## src/rtl/uart_host_bridge.sv

```systemverilog
// UART-to-bus debug initiator. A PC sends 'W'/'R' frames over 8N1 serial.
// The bridge issues one 32-bit req/gnt/rvalid transaction per frame and
// answers with 'K', the read data, 'E' on a bus timeout, or '?' for an
// unknown command byte.
module uart_host_bridge #(
  parameter int ClockFrequency   = 50_000_000,
  parameter int BaudRate         = 115_200,
  parameter int ByteTimeoutBauds = 32,
  parameter int RspTimeoutCycles = 1024
) (
  input  logic        clk_i,
  input  logic        rst_ni,
  input  logic        uart_rx_i,
  output logic        uart_tx_o,
  output logic        host_req_o,
  input  logic        host_gnt_i,
  output logic [31:0] host_addr_o,
  output logic        host_we_o,
  output logic [3:0]  host_be_o,
  output logic [31:0] host_wdata_o,
  input  logic        host_rvalid_i,
  input  logic [31:0] host_rdata_i,
  output logic        busy_o
);

  localparam int ClocksPerBaud     = ClockFrequency / BaudRate;
  localparam int HalfBaud          = ClocksPerBaud / 2;
  localparam int ByteTimeoutCycles = ByteTimeoutBauds * ClocksPerBaud;
  localparam int BaudW             = $clog2(ClocksPerBaud + 1);
  localparam int ByteToW           = $clog2(ByteTimeoutCycles + 1);
  localparam int RspW              = $clog2(RspTimeoutCycles + 1);

  localparam logic [BaudW-1:0]   BaudLast   = BaudW'(ClocksPerBaud - 1);
  localparam logic [BaudW-1:0]   HalfLast   = BaudW'(HalfBaud - 1);
  localparam logic [ByteToW-1:0] ByteToLast = ByteToW'(ByteTimeoutCycles - 1);
  localparam logic [RspW-1:0]    RspLast    = RspW'(RspTimeoutCycles - 1);

  localparam logic [7:0] CmdWrite = 8'h57;
  localparam logic [7:0] CmdRead  = 8'h52;
  localparam logic [7:0] RspOk    = 8'h4B;
  localparam logic [7:0] RspErr   = 8'h45;
  localparam logic [7:0] RspUnk   = 8'h3F;

  // Byte enables are never partial: every access is a full word.
  assign host_be_o = 4'hF;

  // ---------------------------------------------------------------- receiver
  typedef enum logic [1:0] {RxIdle, RxStart, RxData, RxStop} rx_state_e;

  rx_state_e        rx_state;
  logic [2:0]       rx_sync;
  logic [BaudW-1:0] rx_cnt;
  logic [2:0]       rx_bit;
  logic [7:0]       rx_shift;
  logic             rx_valid;
  logic [7:0]       rx_byte;
  logic             rx_line;
  logic             rx_fall;

  assign rx_line = rx_sync[1];
  assign rx_fall = rx_sync[2] & ~rx_sync[1];

  // Synchronise the line, qualify the start bit at half a bit, sample mid-bit.
  always_ff @(posedge clk_i or negedge rst_ni) begin
    if (!rst_ni) begin
      rx_sync  <= 3'b111;
      rx_state <= RxIdle;
      rx_cnt   <= '0;
      rx_bit   <= '0;
      rx_shift <= '0;
      rx_valid <= 1'b0;
      rx_byte  <= '0;
    end else begin
      rx_sync  <= {rx_sync[1:0], uart_rx_i};
      rx_valid <= 1'b0;
      case (rx_state)
        RxIdle: begin
          if (rx_fall) begin
            rx_state <= RxStart;
            rx_cnt   <= '0;
          end
        end
        RxStart: begin
          if (rx_cnt == HalfLast) begin
            rx_cnt   <= '0;
            rx_bit   <= '0;
            rx_state <= rx_line ? RxIdle : RxData;
          end else begin
            rx_cnt <= rx_cnt + 1'b1;
          end
        end
        RxData: begin
          if (rx_cnt == BaudLast) begin
            rx_cnt   <= '0;
            rx_shift <= {rx_line, rx_shift[7:1]};
            rx_bit   <= rx_bit + 1'b1;
            if (rx_bit == 3'd7) rx_state <= RxStop;
          end else begin
            rx_cnt <= rx_cnt + 1'b1;
          end
        end
        RxStop: begin
          if (rx_cnt == BaudLast) begin
            rx_cnt   <= '0;
            rx_state <= RxIdle;
            // A low stop bit is a framing error: the byte is silently dropped.
            if (rx_line) begin
              rx_valid <= 1'b1;
              rx_byte  <= rx_shift;
            end
          end else begin
            rx_cnt <= rx_cnt + 1'b1;
          end
        end
        default: rx_state <= RxIdle;
      endcase
    end
  end

  // ------------------------------------------------------------- transmitter
  logic             tx_active;
  logic [8:0]       tx_shift;
  logic [BaudW-1:0] tx_cnt;
  logic [3:0]       tx_bit;
  logic             tx_last;
  logic             tx_ready;
  logic             tx_load;
  logic             q_valid;
  logic [7:0]       q_byte;

  // Accepting a new byte in the final stop-bit clock keeps frames back-to-back.
  assign tx_last  = tx_active && (tx_bit == 4'd9) && (tx_cnt == BaudLast);
  assign tx_ready = !tx_active || tx_last;
  assign tx_load  = q_valid && tx_ready;

  // Shift out start, 8 data bits LSB first, stop; output is registered.
  always_ff @(posedge clk_i or negedge rst_ni) begin
    if (!rst_ni) begin
      uart_tx_o <= 1'b1;
      tx_active <= 1'b0;
      tx_shift  <= '0;
      tx_cnt    <= '0;
      tx_bit    <= '0;
    end else if (tx_load) begin
      uart_tx_o <= 1'b0;
      tx_shift  <= {1'b1, q_byte};
      tx_cnt    <= '0;
      tx_bit    <= '0;
      tx_active <= 1'b1;
    end else if (tx_active) begin
      if (tx_cnt == BaudLast) begin
        tx_cnt <= '0;
        if (tx_bit == 4'd9) begin
          tx_active <= 1'b0;
          uart_tx_o <= 1'b1;
        end else begin
          tx_bit    <= tx_bit + 1'b1;
          uart_tx_o <= tx_shift[0];
          tx_shift  <= {1'b0, tx_shift[8:1]};
        end
      end else begin
        tx_cnt <= tx_cnt + 1'b1;
      end
    end
  end

  // ---------------------------------------------------------- command engine
  typedef enum logic [2:0] {Cmd, Addr, Data, BusReq, BusWait, Resp} state_e;

  state_e             state;
  logic               is_write;
  logic [1:0]         byte_cnt;
  logic [31:0]        addr_sh;
  logic [31:0]        data_sh;
  logic [ByteToW-1:0] byte_to;
  logic [RspW-1:0]    rsp_cnt;
  logic [31:0]        resp_buf;
  logic [2:0]         resp_left;

  // Frame decode, bus handshake with timeout, and reply sequencing.
  always_ff @(posedge clk_i or negedge rst_ni) begin
    if (!rst_ni) begin
      state        <= Cmd;
      is_write     <= 1'b0;
      byte_cnt     <= '0;
      addr_sh      <= '0;
      data_sh      <= '0;
      byte_to      <= '0;
      rsp_cnt      <= '0;
      resp_buf     <= '0;
      resp_left    <= '0;
      q_valid      <= 1'b0;
      q_byte       <= '0;
      host_req_o   <= 1'b0;
      host_we_o    <= 1'b0;
      host_addr_o  <= '0;
      host_wdata_o <= '0;
      busy_o       <= 1'b0;
    end else begin
      if (tx_load) q_valid <= 1'b0;
      case (state)
        Cmd: begin
          if (rx_valid) begin
            if (rx_byte == CmdWrite || rx_byte == CmdRead) begin
              is_write <= (rx_byte == CmdWrite);
              byte_cnt <= '0;
              byte_to  <= '0;
              state    <= Addr;
              busy_o   <= 1'b1;
            end else begin
              q_valid <= 1'b1;
              q_byte  <= RspUnk;
            end
          end
        end
        Addr, Data: begin
          if (rx_valid) begin
            byte_to  <= '0;
            byte_cnt <= byte_cnt + 2'd1;
            if (state == Addr) addr_sh <= {rx_byte, addr_sh[31:8]};
            else               data_sh <= {rx_byte, data_sh[31:8]};
            if (byte_cnt == 2'd3) begin
              if (state == Addr && is_write) begin
                state <= Data;
              end else begin
                state      <= BusReq;
                host_req_o <= 1'b1;
                host_we_o  <= is_write;
                rsp_cnt    <= '0;
                if (state == Addr) begin
                  host_addr_o <= {rx_byte, addr_sh[31:10], 2'b00};
                end else begin
                  host_addr_o  <= {addr_sh[31:2], 2'b00};
                  host_wdata_o <= {rx_byte, data_sh[31:8]};
                end
              end
            end
          end else if (byte_to == ByteToLast) begin
            state  <= Cmd;
            busy_o <= 1'b0;
          end else begin
            byte_to <= byte_to + 1'b1;
          end
        end
        BusReq: begin
          rsp_cnt <= rsp_cnt + 1'b1;
          if (host_gnt_i) begin
            host_req_o <= 1'b0;
            state      <= BusWait;
          end else if (rsp_cnt >= RspLast) begin
            host_req_o <= 1'b0;
            resp_buf   <= {24'h0, RspErr};
            resp_left  <= 3'd1;
            state      <= Resp;
          end
        end
        BusWait: begin
          rsp_cnt <= rsp_cnt + 1'b1;
          if (host_rvalid_i) begin
            state <= Resp;
            if (host_we_o) begin
              resp_buf  <= {24'h0, RspOk};
              resp_left <= 3'd1;
            end else begin
              resp_buf  <= host_rdata_i;
              resp_left <= 3'd4;
            end
          end else if (rsp_cnt >= RspLast) begin
            resp_buf  <= {24'h0, RspErr};
            resp_left <= 3'd1;
            state     <= Resp;
          end
        end
        Resp: begin
          if (resp_left != 3'd0) begin
            if (!q_valid || tx_load) begin
              q_valid   <= 1'b1;
              q_byte    <= resp_buf[7:0];
              resp_buf  <= {8'h0, resp_buf[31:8]};
              resp_left <= resp_left - 3'd1;
            end
          end else if (!q_valid && !tx_active) begin
            state  <= Cmd;
            busy_o <= 1'b0;
          end
        end
        default: begin
          state  <= Cmd;
          busy_o <= 1'b0;
        end
      endcase
    end
  end

endmodule

```

## config.mk

```make
export PLATFORM = sky130hd
export DESIGN_NAME = uart_host_bridge
export DESIGN_NICKNAME = d
export VERILOG_FILES = /design/src/rtl/uart_host_bridge.sv
export SDC_FILE = /design/constraint.sdc
export NUM_CORES = 1
export LEC_CHECK = 0
export ABC_CLOCK_PERIOD_IN_PS = 2600
export BUFFER_PORTS_ARGS = -buffer_cell sky130_fd_sc_hd__buf_2
export CORE_MARGIN = 2
export CORE_UTILIZATION = 40
export DETAILED_ROUTE_END_ITERATION = 7
export GPL_ROUTABILITY_DRIVEN = 0
export PLACE_DENSITY_LB_ADDON = 0.3
export SLEW_MARGIN = 20
export SYNTH_ARGS = -nofsm -noshare
export SYNTH_HDL_FRONTEND = slang
export SYNTH_SLANG_ARGS = --single-unit
```

## constraint.sdc

```tcl
create_clock -name clk_i -period 2.6 [get_ports clk_i]
set_input_delay 0.26 -clock clk_i [delete_from_list [all_inputs] [get_ports clk_i]]
set_output_delay 0.26 -clock clk_i [all_outputs]
set_load 0.02 [all_outputs]
```

==> results of run 1 <==
[layout make-up]
| type | count | area share [%] |
|---|---|---|
| sequential | 252 | 46.1 |
| multi-input combinational | 668 | 34.5 |
| timing repair buffer | 156 | 7.75 |
| clock buffer | 40 | 6.26 |
| tap | 378 | 3.46 |
| inverter | 41 | 1.12 |
| clock inverter | 12 | 0.768 |
[metal layers]
metal,vias up,GRT usage (%)
met5,-,0
met1,3958,23.2
met2,158,26.2
met3,33,2.75
met4,0,4.17
li1,3896,-
[sequential cells by signal, summed over array words and instances (netlist names), 2 cells and up, named ones only]
register,flops
rx_cnt,9
q_byte,8
tx_shift,9
resp_left,3
host_addr_o,30
rx_bit,3
rsp_cnt,11
state,3
byte_to,14
tx_bit,4
rx_sync,3
addr_sh,30
resp_buf,32
rx_shift,8
tx_cnt,9
rx_byte,8
data_sh,24
byte_cnt,2
host_wdata_o,32
[cell usage after synthesis, types with 13 or more instances]
cell type | n | area (um^2)
a21oi_1 | 34 | 170
a22oi_1 | 21 | 158
buf_2 | 27 | 135
clkbuf_1 | 13 | 48.8
dfrtp_1 | 248 | 6210
ha_1 | 14 | 175
inv_1 | 41 | 154
mux2_2 | 95 | 1070
mux2i_1 | 36 | 360
nand2_1 | 82 | 308
nand2b_1 | 15 | 93.8
nor2_1 | 52 | 195
o21ai_0 | 112 | 561
o22ai_1 | 13 | 81.3
[worst paths after layout]
path,cells past startpoint,slack [ps],startpoint,end
worst max-delay path,7,260,rsp_cnt[0],resp_buf[12]
worst min-delay path,3,80,host_rdata_i[2],resp_buf[2]
worst min register to register,0,350,rx_sync[0],rx_sync[1]
max in group asynchronous,3,1600,rst_ni,host_wdata_o[0]
min in group asynchronous,2,260,rst_ni,resp_buf[12]
worst max register to register,7,260,rsp_cnt[0],resp_buf[12]
[report_power, final]
group	internal (mW)	switching [mW]	total, mW
combinational	0.184	0.262	0.446
clock	2.39	1.61	4.00
sequential	3.97	0.0633	4.03
[critical path, delay by kind of cell (launching register included)]
| kind | cells | cell delay (ps) |
|---|---|---|
| compound gates | 4 | 1070 |
| buf+inv | 1 | 190 |
| simple gates | 1 | 230 |
| flops | 1 | 440 |
| fa+ha+maj | 1 | 300 |
[cells by family (layout without fill, tap and decap cells)]
group           Yosys count  after routing  synth area share, %
buf+inv                  92            249                 3.78
flops                   252            252                 55.2
mux                     141            141                 13.8
simple gates            241            241                 10.7
xor+xnor                 13             13                0.996
fa+ha+maj                14             14                 1.53
other cells               2              6               0.0657
compound gates          253            253                 13.9
[repair_timing]
item / in CTS / in global routing
endpoints found under the setup margin: 0 / 17
endpoints found under the hold margin: 84 / 0
hold buffers: 29 / 0
buffers inserted: 0 / 0
resized for setup: 0 / 1
[stage by stage]
stage | instance area, um^2 | total power, mW | setup WS (ps) | utilization, %
global route | 13700 | 8.84 | 57.7 | 49.0
detailed placement | 12400 | 4.52 | 202 | 44.5
finish | 13700 | 8.48 | 264 | 49.0
CTS | 13700 | 8.61 | 182 | 49.0
floorplan | 11400 | 4.38 | 589 | -
global placement | 12400 | 4.52 | 227 | 44.5
==> results.md, run 1 <==
- Outcome: complete, no violations
- Cell Count Post-Placement: 1466
- Req. time, crit path: 3050 ps
- Clk pin slew, worst setup/hold paths: 60 ps
- Post-DP HPWL: 15.9 mm
- Core footprint: 0.0279 mm^2
- Tot GR Track Use: 16.4%
- Crit path kind: flip-flop to flip-flop
- Met1 Routed Length: 11.4 mm
- Worst-path cell chain: ha_1, a21o_1, a41oi_1, a21oi_1, and2_1, buf_4, o21ai_0
- Die width: 173 um
- DR top layer: met4
- Drt wl/cell: 15.7 um
- P_leak: 6.59 nW
- Initial antenna violation count: 0
- Die area: 0.0299 mm^2
- Slowest CP cell: a41oi_1
- Root buf cell: clkbuf_16
- Syn. warnings: 0
- DRC violations left: 0
- Worst skew pair latency: 540 ps
- Setup crit end kind: flip-flop
- Hold Vio Cnt, Final: 0
- Mapped Avg Cell Area: 11.3 um^2
- Yosys cell types: 78
- Setup violators final: 0
- Final cell count without fillers: 1547
- Maxcap violations: 0
- Fill cells: 2528
- Clk sinks: 252
- EDFF count, synth: 0
- CP Max Fanout: 19
- Vias/cell: 5.20
- Max-slew headroom: 33.8%
- CP peak stage delay: 500 ps
- Largest net degree at the start of global routing: 70
- Clk buf depth: 3
- Peak VDD IR: 401 uV
- Remaining antenna violation count after routing: 0
- Vias in the first global route: 8021
- Final nets: 1198
- DR WL met2: 11.4 mm
- Via count: 8045
- Share of cells above drive strength 1: 26.2%
- Layout area overhead: 19.7%
- Tcrit/Tclk final: 89.9%
- First-pass GRT wire length: 41.3 mm
- Post-Syn Instances: 1008
- RSZ-0062 raised after global routing: false
- Commonest non-fill, non-tap cell in the layout: dfrtp_1
- Met3 routed WL: 1.06 mm
- WP data arrival: 2780 ps
- Startpoint types: flip-flop
- Rows: 61
- Multi-input gate area: 0.00472 mm^2
- Power per cell area: 620 mW/mm^2
- Hold WS: 83.1 ps
- H-tree depth: 1
- Period minus WS final: 2340 ps
- Iteration-0 DRC count of the detailed router: 471
- Congestion Overflow GR: 0
- Seq/Total Area, Yosys: 55.2%
- Hold/Removal Path Class: primary input to flip-flop
- Number of port buffers: 102
- Async SR Flop Fraction: 100%
- Initial core utilization: 40.9%
- Setup total negative slack: 0 ps
- Slew Limit Fails: 0
- Synth Register Bits: 252
- Commonest non-fill, non-tap cells in the layout: 248 x dfrtp_1, 112 x o21ai_0, 101 x buf_2
- Worst slew pin tran: 992 ps
- CTS buffer count: 28
- Iteration count of the initial detailed-routing pass: 5
- Io pins: 109
- FF/Latch Area: 0.00631 mm^2
- TritonCTS clock tree: built
- Die height: 173 um
- N_diodes: 0
- Final wirelength: 24.3 mm
- Layout Skew: 11.5 ps
- Post-synth top flop: dfrtp_1
- Max Clk Rate: 0.428 GHz
- Mapped cell area: 0.0114 mm^2
No activity file was read; power rests on OpenSTA's default activity.
==> inputs of run 2 (changes only) <==
- CELL_PAD_IN_SITES_DETAIL_PLACEMENT: unset -> 1
- CELL_PAD_IN_SITES_GLOBAL_PLACEMENT: unset -> 1
==> results.md, run 2 (synthesized netlist as in run 1, its figures left out) <==
- DRC violations left: 0 (unchanged)
- Largest net degree at the start of global routing: 79 (+13%)
- R2r setup slk: 150 ps (-120 ps)
- Vias/cell: 5.37 (+3.3%)
- Clk pin slew, worst setup/hold paths: 60 ps (about the same)
- Worst slew pin tran: 834 ps (-158 ps)
- Die width: 173 um (unchanged)
- Worst reg2reg path endpoint: resp_buf[22]
- HP Start: host_rdata_i[2]
- Setup violators final: 0 (unchanged)
- Fin area: 0.0137 mm^2 (+0.27%)
- Power per cell area: 629 mW/mm^2 (+1.6%)
- CTS buffer count: 28 (unchanged)
- Rows: 61 (unchanged)
- Vias in the first global route: 9065 (+13%)
- Share of cells above drive strength 1: 25.6% (-0.54 points)
- WHS Endpoint: resp_buf[2]
- WP buf/inv: 1 (unchanged)
- Hold/Removal Path Class: primary input to flip-flop
- Initial antenna violation count: 1 (+1)
- Cells on worst reg2reg path: 7 (unchanged)
- Layout Skew: 17.2 ps (+5.72 ps)
- Max Clk Rate: 0.407 GHz (-4.8%)
- Post-DP HPWL: 18.3 mm (+16%)
- Biggest regs: host_wdata_o: 32 flops, resp_buf: 32 flops
- Die area: 0.0299 mm^2 (unchanged)
- Crit path kind: flip-flop to flip-flop
- Period minus WS final: 2450 ps (+118 ps)
- Peak VDD IR: 476 uV (+19%)
- Clk sinks: 252 (unchanged)
- Slew Limit Fails: 0 (unchanged)
- P_leak: 6.62 nW (+0.37%)
- Drt wl/cell: 18.6 um (+18%)
- Die height: 173 um (unchanged)
- Core footprint: 0.0279 mm^2 (unchanged)
- Iteration count of the initial detailed-routing pass: 4 (-1)
- Number of port buffers: 102 (unchanged)
- Worst-path cell chain: ha_1, a21o_1, a41oi_2, a21oi_1, and2_1, buf_4, o21ai_0
- Worst r2r src: rsp_cnt[0]
- CP Max Fanout: 19 (unchanged)
- Hold Crit Depth: 3 (unchanged)
- Req. time, crit path: 2990 ps (-60 ps)
- Layout area overhead: 20.1%
- Dpl cell area: 0.0124 mm^2 (about the same)
- TritonCTS clock tree: built
- Setup crit end kind: flip-flop
- WP data arrival: 2840 ps (+60 ps)
- Setup total negative slack: 0 ps (unchanged)
- Maxcap violations: 0 (unchanged)
- First-pass GRT wire length: 48.6 mm (+18%)
- Iteration-0 DRC count of the detailed router: 481 (+2.1%)
- Via count: 8320 (+3.4%)
- CP peak stage delay: 430 ps (-70 ps)
- Initial core utilization: 40.9% (unchanged)
- Outcome: complete, no violations
- Cell family with most CP delay: compound AO/OA/AOI/OAI gates
- Slowest CP cell: dfrtp_1
- Tot GR Track Use: 19.5% (+3.1 points)
- Io pins: 109 (unchanged)
- Post-CTS setup buffers: 0 (unchanged)
- Commonest non-fill, non-tap cell in the layout: dfrtp_1
- Tcrit/Tclk final: 94.4% (+4.5 points)
- Max-slew headroom: 43.8% (+10 points)
- Congestion Overflow GR: 0 (unchanged)
- Commonest non-fill, non-tap cells in the layout: 248 x dfrtp_1, 112 x o21ai_0, 101 x buf_2
- Final wirelength: 28.8 mm (+18%)
- RSZ-0062 raised after global routing: false
- Final nets: 1199 (+0.083%)
- Worst skew pair latency: 540 ps (about the same)
- H-tree depth: 1 (unchanged)
- Clk buf depth: 3 (unchanged)
- Startpoint types: flip-flop
- Root buf cell: clkbuf_16
- Remaining antenna violation count after routing: 0 (unchanged)
- Hold Vio Cnt, Final: 0 (unchanged)
## run 2: how the worst max path moves through the flow
stage	start	endpoint	slack, ps	cells past startpoint
final	rsp_cnt[0]	resp_buf[22]	150	7
after global routing	state[2]	resp_buf[22]	40	6
after global placement	tx_cnt[1]	resp_buf[10]	270	8
after CTS	tx_cnt[1]	resp_buf[4]	200	8
after floorplan	rx_cnt[0]	rx_cnt[2]	590	8
after detailed placement	tx_cnt[1]	resp_buf[4]	220	8
## run 2: worst min-delay path: cells and delay by family
| family | cells | cell delay (ps) |
|---|---|---|
| compound gates | 2 | 220 |
| buf+inv | 1 | 110 |
## run 2: power breakdown
part	leakage, nW	internal [mW]	total, mW	switching (mW)
clock network	0.469	2.52	4.13	1.62
logic	2.77	0.187	0.464	0.277
registers	3.38	3.97	4.04	0.0685
## run 2: per-stage QoR
stage               util, %  hold slack, ps  setup WS, ps  power [mW]  std cells
global placement       44.5             304           269        4.53       1467
CTS                    49.0            87.0           204        8.73       1548
floorplan                 -           -35.6           589        4.38       1012
detailed placement     44.5             304           221        4.54       1467
global route           49.1             117          43.9        8.98       1549
finish                 49.1             113           146        8.64       1549
## run 2: routing by layer
metal / vias up / GRT usage [%] / wire (um)
li1: 3887 / - / -
met1: 4299 / 24.9 / 12700
met2: 96 / 34.6 / 14600
met3: 38 / 3.08 / 929
met4: 0 / 4.56 / 603
met5: - / 0 / 0
## run 2: area by class of cell
cell class	count	area, um^2
fill	3037	14200
clock inverter	5	111
inverter	41	154
multi-input combinational	668	4750
antenna	1	2.50
sequential	252	6310
clock buffer	47	852
tap	378	473
timing repair buffer	157	1070
## run 2: repair_timing
item                                    4_1_cts  5_1_grt
hold buffers                                 29        0
endpoints found under the hold margin       101        0
resized for setup                             0        3
endpoints found under the setup margin        0        1
